<file path="config.mk">
export PLATFORM = sky130hd
export DESIGN_NAME = unary_gen_1_14_flat
export DESIGN_NICKNAME = d
export VERILOG_FILES = /design/src/rtl/unary_gen_1_14_if.sv /design/src/rtl/unary_gen_1_14.sv /design/src/flat_wrapper.sv
export SDC_FILE = /design/constraint.sdc
export NUM_CORES = 1
export LEC_CHECK = 0
export BUFFER_PORTS_ARGS = -buffer_cell sky130_fd_sc_hd__clkbuf_2
export CAP_MARGIN = 20
export CORE_UTILIZATION = 30
export DETAILED_ROUTE_END_ITERATION = 12
export PLACE_DENSITY = 0.51
export SETUP_SLACK_MARGIN = 0.5
export SLEW_MARGIN = 10
export SYNTH_ARGS = -nofsm -noshare
export SYNTH_HDL_FRONTEND = slang
export SYNTH_SLANG_ARGS = --single-unit
</file>
<file path="constraint.sdc">
create_clock -name clk -period 2.09 [get_ports clk]
set_input_delay 0.3135 -clock clk [delete_from_list [all_inputs] [get_ports clk]]
set_output_delay 0.3135 -clock clk [all_outputs]
set_load 0.1 [all_outputs]
</file>
<file path="src/rtl/unary_gen_1_14_if.sv">
// Handshake and data bundle for the binary-to-unary stream generator.
// The master drives load/start controls; the slave returns the pulse stream and status.
interface unary_gen_1_14_if #(
  parameter int WIDTH = 14
);
  logic             en;
  logic             din;
  logic             din_valid;
  logic             start;
  logic             u_out;
  logic             ready;
  logic             busy;
  logic             done;
  logic [WIDTH-1:0] remaining;

  modport master (
    output en, din, din_valid, start,
    input  u_out, ready, busy, done, remaining
  );

  modport slave (
    input  en, din, din_valid, start,
    output u_out, ready, busy, done, remaining
  );
endinterface

</file>
<file path="src/rtl/unary_gen_1_14.sv">
// Serial-loaded binary value emitted as N one-cycle-high/one-cycle-low pulses.
// Global enable freezes the whole block; the pulse count is preserved across freezes.
module unary_gen_1_14 #(
  parameter int WIDTH = 14
) (
  input  logic             clk,
  input  logic             rst,
  unary_gen_1_14_if.slave  bus
);

  localparam int CNT_W = (WIDTH > 1) ? $clog2(WIDTH) : 1;
  localparam logic [CNT_W-1:0] LAST_BIT = CNT_W'(WIDTH - 1);

  typedef enum logic [2:0] {
    S_IDLE,
    S_LOAD,
    S_READY,
    S_EMIT_HI,
    S_EMIT_LO,
    S_DONE
  } state_t;

  state_t           r_state;
  state_t           w_next_state;
  logic [WIDTH-1:0] r_value;
  logic [WIDTH-1:0] r_remaining;
  logic [CNT_W-1:0] r_bitcnt;
  logic             r_u_out;
  logic             r_done;

  logic             w_last_bit;
  logic             w_accept_bit;
  logic             w_accept_start;

  assign w_last_bit     = (r_bitcnt == LAST_BIT);
  assign w_accept_bit   = bus.en && bus.din_valid &&
                          ((r_state == S_IDLE) || (r_state == S_LOAD));
  assign w_accept_start = bus.en && bus.start && (r_state == S_READY);

  always_comb begin
    // NOTE: default first so every path assigns w_next_state and no latch is inferred.
    w_next_state = r_state;
    if (bus.en) begin
      case (r_state)
        S_IDLE, S_LOAD: begin
          if (bus.din_valid) begin
            w_next_state = w_last_bit ? S_READY : S_LOAD;
          end
        end
        S_READY: begin
          if (bus.start) begin
            w_next_state = (r_value == '0) ? S_DONE : S_EMIT_HI;
          end
        end
        S_EMIT_HI: w_next_state = S_EMIT_LO;
        S_EMIT_LO: w_next_state = (r_remaining != '0) ? S_EMIT_HI : S_DONE;
        S_DONE:    w_next_state = S_IDLE;
        default:   w_next_state = S_IDLE;
      endcase
    end
  end

  always_ff @(posedge clk) begin
    // NOTE: non-blocking assignments keep every register sampling pre-edge values.
    if (rst) begin
      r_state <= S_IDLE;
    end else begin
      r_state <= w_next_state;
    end
  end

  always_ff @(posedge clk) begin
    if (rst) begin
      r_value     <= '0;
      r_remaining <= '0;
      r_bitcnt    <= '0;
    end else begin
      if (w_accept_bit) begin
        r_value[r_bitcnt] <= bus.din;
        r_bitcnt          <= w_last_bit ? '0 : r_bitcnt + CNT_W'(1);
      end
      if (w_accept_start) begin
        r_remaining <= r_value;
      end
      // Decrement on leaving the high phase; the guard keeps the count from wrapping.
      if (bus.en && (r_state == S_EMIT_HI) && (r_remaining != '0)) begin
        r_remaining <= r_remaining - WIDTH'(1);
      end
      if (bus.en && (r_state == S_DONE)) begin
        r_value     <= '0;
        r_remaining <= '0;
      end
    end
  end

  // Outputs are registered off the next state, so a frozen cycle drives both low.
  always_ff @(posedge clk) begin
    if (rst) begin
      r_u_out <= 1'b0;
      r_done  <= 1'b0;
    end else begin
      r_u_out <= bus.en && (w_next_state == S_EMIT_HI);
      r_done  <= bus.en && (w_next_state == S_DONE);
    end
  end

  assign bus.u_out     = r_u_out;
  assign bus.done      = r_done;
  assign bus.ready     = (r_state == S_READY);
  assign bus.busy      = (r_state == S_EMIT_HI) || (r_state == S_EMIT_LO);
  assign bus.remaining = ((r_state == S_IDLE) || (r_state == S_LOAD) || (r_state == S_READY))
                         ? r_value : r_remaining;

  a_no_overlap: assert property (@(posedge clk) disable iff (rst) !(r_u_out && r_done));
  a_pulse_in_emit: assert property (@(posedge clk) disable iff (rst)
                                    r_u_out |-> (r_state == S_EMIT_HI));

endmodule
</file>
<file path="src/flat_wrapper.sv">
// flat-port wrapper written by rule: the top's interface ports become plain ports
module unary_gen_1_14_flat 
#(
  parameter int WIDTH = 14
)
  (clk, rst, bus_en, bus_din, bus_din_valid, bus_start, bus_u_out, bus_ready, bus_busy, bus_done, bus_remaining);
  unary_gen_1_14_if #(.WIDTH(WIDTH)) bus_i ();
  input  logic clk;
  input  logic rst;
  input wire logic [$bits(bus_i.en)-1:0] bus_en;
  input wire logic [$bits(bus_i.din)-1:0] bus_din;
  input wire logic [$bits(bus_i.din_valid)-1:0] bus_din_valid;
  input wire logic [$bits(bus_i.start)-1:0] bus_start;
  output wire logic [$bits(bus_i.u_out)-1:0] bus_u_out;
  output wire logic [$bits(bus_i.ready)-1:0] bus_ready;
  output wire logic [$bits(bus_i.busy)-1:0] bus_busy;
  output wire logic [$bits(bus_i.done)-1:0] bus_done;
  output wire logic [$bits(bus_i.remaining)-1:0] bus_remaining;
  assign bus_i.en = bus_en;
  assign bus_i.din = bus_din;
  assign bus_i.din_valid = bus_din_valid;
  assign bus_i.start = bus_start;
  assign bus_u_out = bus_i.u_out;
  assign bus_ready = bus_i.ready;
  assign bus_busy = bus_i.busy;
  assign bus_done = bus_i.done;
  assign bus_remaining = bus_i.remaining;
  unary_gen_1_14 #(.WIDTH(WIDTH)) u_core (.clk(clk), .rst(rst), .bus(bus_i));
endmodule
</file>
Yosys cells after proc, flatten, opt, wreduce, memory -nomap -nowiden
Index checks and enable logic that the tools add are counted.

Register bits: 37. Bits of input ports: 6. Output and inout bits: 18. Word-level logic and storage cells: 51.

$add $sub $neg: 2. Magnitude comparators: 2. Equal/unequal tests: 8. Mux-type cells: 14. Reduce and logical (&&, ||, !) cells: 19.

Operator list (number): 14-bit 2-to-1 mux (3); 3-bit 2-to-1 mux (5); 14-bit bitwise mux (1); 14-bit logical NOT (1); 14-bit nonzero test (1); 14-bit by 1-bit subtractor with 14-bit output (second input constant) (1); 3-bit case mux with 4 select lines (1); 1-bit logical AND (10); 3-bit by 2-bit equality test with 1-bit output (second input constant) (3); 3-bit equality test (second input constant) (3); 4-bit by 5-bit < comparator with 1-bit output (second input constant) (1); 4-bit by 1-bit adder with 4-bit output (second input constant) (1); 1-bit demux with 4-bit select (1); 4-bit equality test (second input constant) (1); 4-bit by 1-bit greater-or-equal comparator with 1-bit output (second input constant) (1); 4-bit 2-to-1 mux (1); 2-bit OR reduction (2); 3-bit by 1-bit equality test with 1-bit output (second input constant) (1); 3-bit logical NOT (1); 1-bit logical OR (3); 2-bit 2-to-1 mux (1); 2-bit nonzero test (1); 1-bit 2-to-1 mux (1).

Longest topological paths before layout
Gate-level depths: netlist of run 1.

Depth after elaboration: 7. Depth in mapped cells: 7. Gate-level depth less buffers: 7.

Worst setup path after synthesis of run 1
OpenSTA, ideal clock, no wires.

Path kind: register to register. Start: reg u_core.r_state[0]. End: reg u_core.r_remaining[10]. Library setup time: 0.071 ns. Arrival time: 3.711 ns. Setup slack: -1.692 ns. Stages on the path, launching flop included: 8. Path through: dfxtp_1 > clkbuf_1 > nor3b_1 > and3_1 > buf_2 > buf_4 > a22oi_1 > a21oi_1.

Elaborated cells between the ends (all ways): 10. Classes of those cells: eq/ne: 3; mux: 1; reduce/logical: 6.

RTL lines: from (decl) (line unary_gen_1_14.sv:23) `state_t r_state;`; from (signal assigned) (line unary_gen_1_14.sv:68) `r_state <= w_next_state;`; 3-bit by 2-bit equality test with 1-bit output; via bus_ready (line flat_wrapper.sv:15) `output wire logic [$bits(bus_i.ready)-1:0] bus_ready;`; 1-bit logical AND (line unary_gen_1_14.sv:38) `assign w_accept_start = bus.en && bus.start && (r_state == S_READY);`; 2-bit nonzero test (no source line); to (signal assigned) (line unary_gen_1_14.sv:83) `r_remaining <= r_value;`; to (signal assigned) (line unary_gen_1_14.sv:87) `r_remaining <= r_remaining - WIDTH'(1);`; to (decl) (line unary_gen_1_14.sv:26) `logic [WIDTH-1:0] r_remaining;`.

The timed path passes the listed nets, and every way through them passes these cells. A chain may end at the register's enable or synchronous reset.

Final worst setup path of run 1
Start: reg u_core.r_state[2]. End: out bus_remaining[5].

Longest elaborated chain between the ends: 4. Elaborated cells between the ends (all ways): 6. Classes of those cells: eq/ne: 2; mux: 1; reduce/logical: 3.

RTL lines: 3-bit by 1-bit equality test with 1-bit output / 3-bit logical NOT (equally long branches) (line unary_gen_1_14.sv:111) `assign bus.remaining = ((r_state == S_IDLE) || (r_state == S_LOAD) || (r_state == S_READY))`; 1-bit logical OR (line unary_gen_1_14.sv:111); 1-bit logical OR * (line unary_gen_1_14.sv:111); 14-bit 2-to-1 mux * (line unary_gen_1_14.sv:112) `? r_value : r_remaining;`; to (decl) (line flat_wrapper.sv:18) `output wire logic [$bits(bus_i.remaining)-1:0] bus_remaining;`.

Mark *: on every way between the ends. The rest lies on a longest branch, timed or not.

==> results of run 1 <==
-- cells by family (layout without fill, tap and decap cells) --
| logic type | after synthesis | in the layout | share of synthesized area [%] |
|---|---|---|---|
| multiplexers | 25 | 25 | 12.1 |
| AND/OR/NAND/NOR | 120 | 121 | 29.9 |
| XOR/XNOR | 2 | 2 | 0.801 |
| flip-flops | 37 | 37 | 33.9 |
| buffers and inverters | 22 | 90 | 4.12 |
| AO/OA/AOI/OAI | 62 | 62 | 18.7 |
| adder cells (fa/ha/maj) | 1 | 1 | 0.572 |
-- sequential cells by signal (all words and copies together), names as in the netlist --
register and cells:
u_core.bus.done 1, u_core.bus.u_out 1, u_core.r_bitcnt 4, u_core.r_remaining 14, u_core.r_state 3, u_core.r_value 14
-- through the flow --
| stage | hold slack [ns] | power, mW | instances | utilization, % |
|---|---|---|---|---|
| after global routing | 0.424 | 1.74 | 434 | 53.9 |
| after floorplan | 0.456 | 0.840 | 269 | - |
| after detailed placement | 0.479 | 0.881 | 389 | 41.1 |
| after global placement | 0.475 | 0.881 | 389 | 41.1 |
| final | 0.392 | 1.70 | 434 | 53.9 |
| after CTS | 0.382 | 1.68 | 423 | 50.1 |
-- critical path, stage by stage (launching register included) --
cell	delay (ns)
dfxtp_4	0.38
a21oi_4	0.26
buf_12	0.18
mux2_4	0.32
buf_12	0.17
-- per-layer routing --
metal | global-route usage, % | vias up | wire (µm)
met5 | 0 | - | 0
li1 | - | 1129 | -
met4 | 8.64 | 0 | 229
met3 | 3.70 | 20 | 317
met1 | 24.5 | 1159 | 3270
met2 | 35.2 | 77 | 3850
-- final timing paths --
path | to | cells after the start
setup reg to reg | u_core.r_remaining[13]$_SDFFE_PP0P_ | 5
hold reg to reg | u_core.r_remaining[1]$_SDFFE_PP0P_ | 2
setup / recovery | bus_remaining[5] | 4
hold / removal | u_core.r_state[2]$_SDFF_PP0_ | 2
-- cells in the final DEF, fill, tap and decap left out, types with 5 or more instances in the layout --
| cell | n |
|---|---|
| buf_4 | 38 |
| nand2_1 | 30 |
| dfxtp_1 | 25 |
| nor2_1 | 23 |
| buf_12 | 18 |
| mux2i_1 | 14 |
| mux2_4 | 11 |
| a21oi_1 | 11 |
| buf_6 | 10 |
| nand3_1 | 9 |
| dfxtp_2 | 8 |
| clkbuf_2 | 7 |
| a31oi_1 | 6 |
| a21oi_2 | 5 |
| clkbuf_8 | 5 |
-- what timing repair did --
item	4_1_cts	5_1_grt
pin swaps	27	21
buffers inserted	25	9
setup endpoints to repair	49	44
gates resized for setup	63	36
cloned	1	2
-- power by group through the flow --
| stage | Combinational [mW] | Sequential, mW | Clock (mW) |
|---|---|---|---|
| floorplan | 0.107 | 0.733 | 0 |
| global placement | 0.140 | 0.741 | 0 |
| detailed placement | 0.140 | 0.741 | 0 |
| CTS | 0.192 | 0.717 | 0.771 |
| global route | 0.229 | 0.721 | 0.795 |
| finish | 0.218 | 0.719 | 0.760 |
-- cell type report --
class / count / area [µm²]
Clock inverter: 3 / 65.1
Multi-Input combinational cell: 211 / 1800
Tap cell: 96 / 120
Timing Repair Buffer: 77 / 876
Inverter: 5 / 21.3
Sequential cell: 37 / 766
Clock buffer: 5 / 68.8
Fill cell: 629 / 3190
==> metrics.yaml, run 1 <==
run_status:
  status: "complete, no violations"
route:
  routed_via_density: 5.50
  wl_per_cell_um: 17.7
  drt-initial-drc-count: 145
  finalWirelength_mm: 7.67
  vias: 2385
  drc: 0
  first_pass_iters: 4
  antenna_left: 0
clocking:
  cts-root-buf: "clkbuf_8"
  clkSinkCount: 37
  clock_latency_ns: 0.30
  tritoncts: "yes"
  clockBufferDepth: 2
  hold_buffers: 0
  cts_max_level: 2
  clkTransAtPathRegs_ns: 0.08
  cts_buffers: 5
critical_path:
  path_class: "register to output port"
  crit-reg2reg-launch: "u_core.r_remaining[0]$_SDFFE_PP0P_"
  worst-path-max-fanout: 7
  worst_ep_arrival_time_ns: 1.62
  critPathLaunchType: "register"
  r2r_setup_slack_ns: 0.23
  required_ns: 1.78
  endpoint_kind: "output port"
  cp-startpoint: "u_core.r_state[2]$_SDFF_PP0_"
timing:
  fin_setup_tns_ns: 0
  worst_pin_slew_ns: 0.546
  hold_violations: 0
  fmax_ghz: 0.517
  report.final.slew_viol_count: 0
  skew_ns: 0.00508
  slew_headroom_pct: 63.8
  timing.final.crit_share_pct: 92.6
  rsz0062_at_grt: "true"
  setup_viol: 0
  fin_crit_ns: 1.93
  setup_ws_ns: 0.155
power:
  power.density_nw_per_um2: 456
  seqPwrFrac_pct: 42.4
  ir_worst_vdd_mv: 0.272
  cellLeakagePower_nw: 1.51
  comb_power_share_pct: 12.8
  switching_share_pct: 24.9
  p_clk_share_pct: 44.8
  p_int_mw: 1.28
  p_sw_uw: 422
placement:
  routabilityCongestion: 0.864
  dpl.hpwl_mm: 4.69
  place_ws_ns: 0.158
  port_buffers: 23
  placed_area_um2: 2840
floorplanning:
  die-width_um: 87.4
  start_util_pct: 31.7
  core_area_um2: 6910
  rows: 30
  dieHeight_um: 87.4
  ios: 24
  fp.dieArea_um2: 7640
synthesis:
  synth_common_cells: "dfxtp_1, nand2_1, nor2_1"
  synth_cells: 269
  ys_ff_latch: 37
  syn_area_per_cell_um2: 8.13
  netlist.area_leader.share_pct: 33.9
  synth_flop_cell: "dfxtp_1"
  synth-edff-count: 0
  ys_warn_count: 0
  yosysTopAreaCell: "dfxtp_1"
  yosysUniqueCellTypes: 56
  synthTopCellsByArea: "dfxtp_1, mux2i_1, nand2_1"
  yosysSeqAreaShare_pct: 33.9
  synthesis.area_um2: 2190
  async_flop_share_pct: 0
  syn_nets: 276
  synth.most_common_cell: "dfxtp_1"
final_layout:
  fin_nets: 344
  num_antenna_cells: 0
  synthToLayoutAreaGrowth_pct: 70.1
  drive_gt1_share_pct: 50.0
  final_area_um2: 3720
min_path:
  min_path_type: "input pin to register"
  hp-start: "rst"
grt:
  grt_pass1_vias: 2339
  grt_pass1_wl_mm: 11.8
  grt_max_degree: 28
  grt_overflow: 0
  grt_use_total_pct: 20.3
  antenna_found_initial: 0
run:
  max_cap_violations: 0
No activity file was read; power rests on OpenSTA's default activity.
==> run 2: changes to the inputs <==
PLACE_DENSITY = 0.53   (was 0.51)
clock period = 1.6 ns   (was 2.09 ns; I/O delays follow)
==> run 2 against run 1 <==
Effect of this change: the run now ends with setup timing left; power grew 33%; cell count grew 8.5%; critical path type is now register to register; flip-flop and latch count is the same; die area is the same.
==> metrics.yaml, run 2 (synthesized netlist as in run 1, its figures left out) <==
power:
  cellLeakagePower_nw: 1.71
  ir_worst_vdd_mv: 0.329
  power.density_nw_per_um2: 548
  power_mw: 2.25
clocking:
  clkSinkCount: 37
  tritoncts: "yes"
  cts-root-buf: "clkbuf_8"
  clkTransAtPathRegs_ns: 0.08
  clock_latency_ns: 0.29
  cts_buffers: 5
  hold_buffers: 0
  cts_max_level: 2
  clockBufferDepth: 2
timing:
  setup_ws_ns: -0.270
  report.final.slew_viol_count: 0
  rsz0062_at_grt: "true"
  hold_violations: 0
  slew_headroom_pct: 69.6
  setup_viol: 35
  timing.final.crit_share_pct: 117
  fmax_ghz: 0.535
  fin_crit_ns: 1.87
  worst_pin_slew_ns: 0.452
  skew_ns: 0.00408
final_layout:
  top_regs: "u_core.r_remaining x14, u_core.r_value x14, u_core.r_bitcnt x4"
  synthToLayoutAreaGrowth_pct: 88.0
  layout_commonest_cell: "buf_4"
  stdcell_count: 471
  final_core_util_pct: 59.5
  final_area_um2: 4110
  drive_gt1_share_pct: 57.6
  most-common-layout-cells: "buf_4, dfxtp_1, nand2_1"
  num_antenna_cells: 0
  fin_nets: 381
run_status:
  violations: "setup timing"
  status: "finished with violations"
route:
  first_pass_iters: 4
  drt-initial-drc-count: 159
  vias: 2512
  routed_via_density: 5.33
  finalWirelength_mm: 7.60
  wl_per_cell_um: 16.1
  antenna_left: 0
  drc: 0
critical_path:
  endpoint_kind: "register"
  path_cells: "or4_4 > or3_4 > o31a_1 > o21ai_2 > a31oi_1"
  cp_slowest_cell: "or4_4"
  worst_ep_arrival_time_ns: 2.04
  crit_family: "simple AND/OR/NAND/NOR gates"
  critPathLaunchType: "register"
  crit_buf_inv: 0
  max_stage_delay_ns: 0.55
  path_class: "register to register"
  worst-path-max-fanout: 4
  required_ns: 1.77
placement:
  dpl.hpwl_mm: 4.83
  routabilityCongestion: 0.853
  placed_area_um2: 3270
  numPlacedInstances: 432
  place_ws_ns: -0.284
  port_buffers: 23
floorplanning:
  ios: 24
  fp.dieArea_um2: 7640
  dieHeight_um: 87.4
  rows: 30
  core_area_um2: 6910
  die-width_um: 87.4
  start_util_pct: 31.7
grt:
  grt_max_degree: 28
  grt_use_total_pct: 21.1
  grt_pass1_wl_mm: 12.4
  grt_overflow: 0
  antenna_found_initial: 0
  grt_pass1_vias: 2461
run:
  max_cap_violations: 0
min_path:
  min_path_type: "input pin to register"
-- run 2: timing repair --
| action | 4_1_cts | 5_1_grt |
|---|---|---|
| cloned | 1 | 0 |
| buffers inserted | 25 | 5 |
| endpoints found under the setup margin | 55 | 55 |
| pin swaps | 45 | 24 |
| resized for setup | 79 | 30 |
-- run 2: report_power, final --
group / switching [mW] / internal (mW) / total, mW
sequential: 0.00661 / 0.926 / 0.933
combinational: 0.186 / 0.157 / 0.342
clock: 0.360 / 0.620 / 0.979
total: 0.552 / 1.70 / 2.25
-- run 2: metrics by stage --
stage	hold WS (ns)	TNS [ns]
2_1_floorplan	0.384	-11.89
3_3_place_gp	0.461	-1.57
3_5_place_dp	0.475	-1.98
4_1_cts	0.169	-4.63
5_1_grt	0.181	-7.55
6_report	0.171	-5.04
-- run 2: final timing paths --
kind                            slack [ns]                                  end  cells after the start                                from
worst max-delay path                 -0.27  u_core.r_remaining[13]$_SDFFE_PP0P_                      5  u_core.r_remaining[0]$_SDFFE_PP0P_
worst min-delay path                  0.17         u_core.r_state[2]$_SDFF_PP0_                      2                                 rst
worst max register to register       -0.27  u_core.r_remaining[13]$_SDFFE_PP0P_                      5  u_core.r_remaining[0]$_SDFFE_PP0P_
worst min register to register        0.49   u_core.r_remaining[1]$_SDFFE_PP0P_                      2  u_core.r_remaining[1]$_SDFFE_PP0P_
-- run 2: worst register-to-register path, cell delays in order, from the launching register on --
cell,delay (ns)
dfxtp_2,0.34
or4_4,0.55
or3_4,0.37
o31a_1,0.26
o21ai_2,0.13
a31oi_1,0.10
-- run 2: routing by layer --
layer / wire length [µm] / global-route usage (%)
met3: 363 / 4.55
met4: 246 / 8.05
met5: 0 / 0
met2: 3630 / 34.0
met1: 3370 / 27.6
-- run 2: area by class of cell --
type	instances	area, µm²
flip-flops and latches	37	759
inverters	5	21.3
clock buffers	5	68.8
fillers	618	2800
repair buffers	115	1240
multi-input cells	210	1830
well taps	96	120
clock inverters	3	65.1
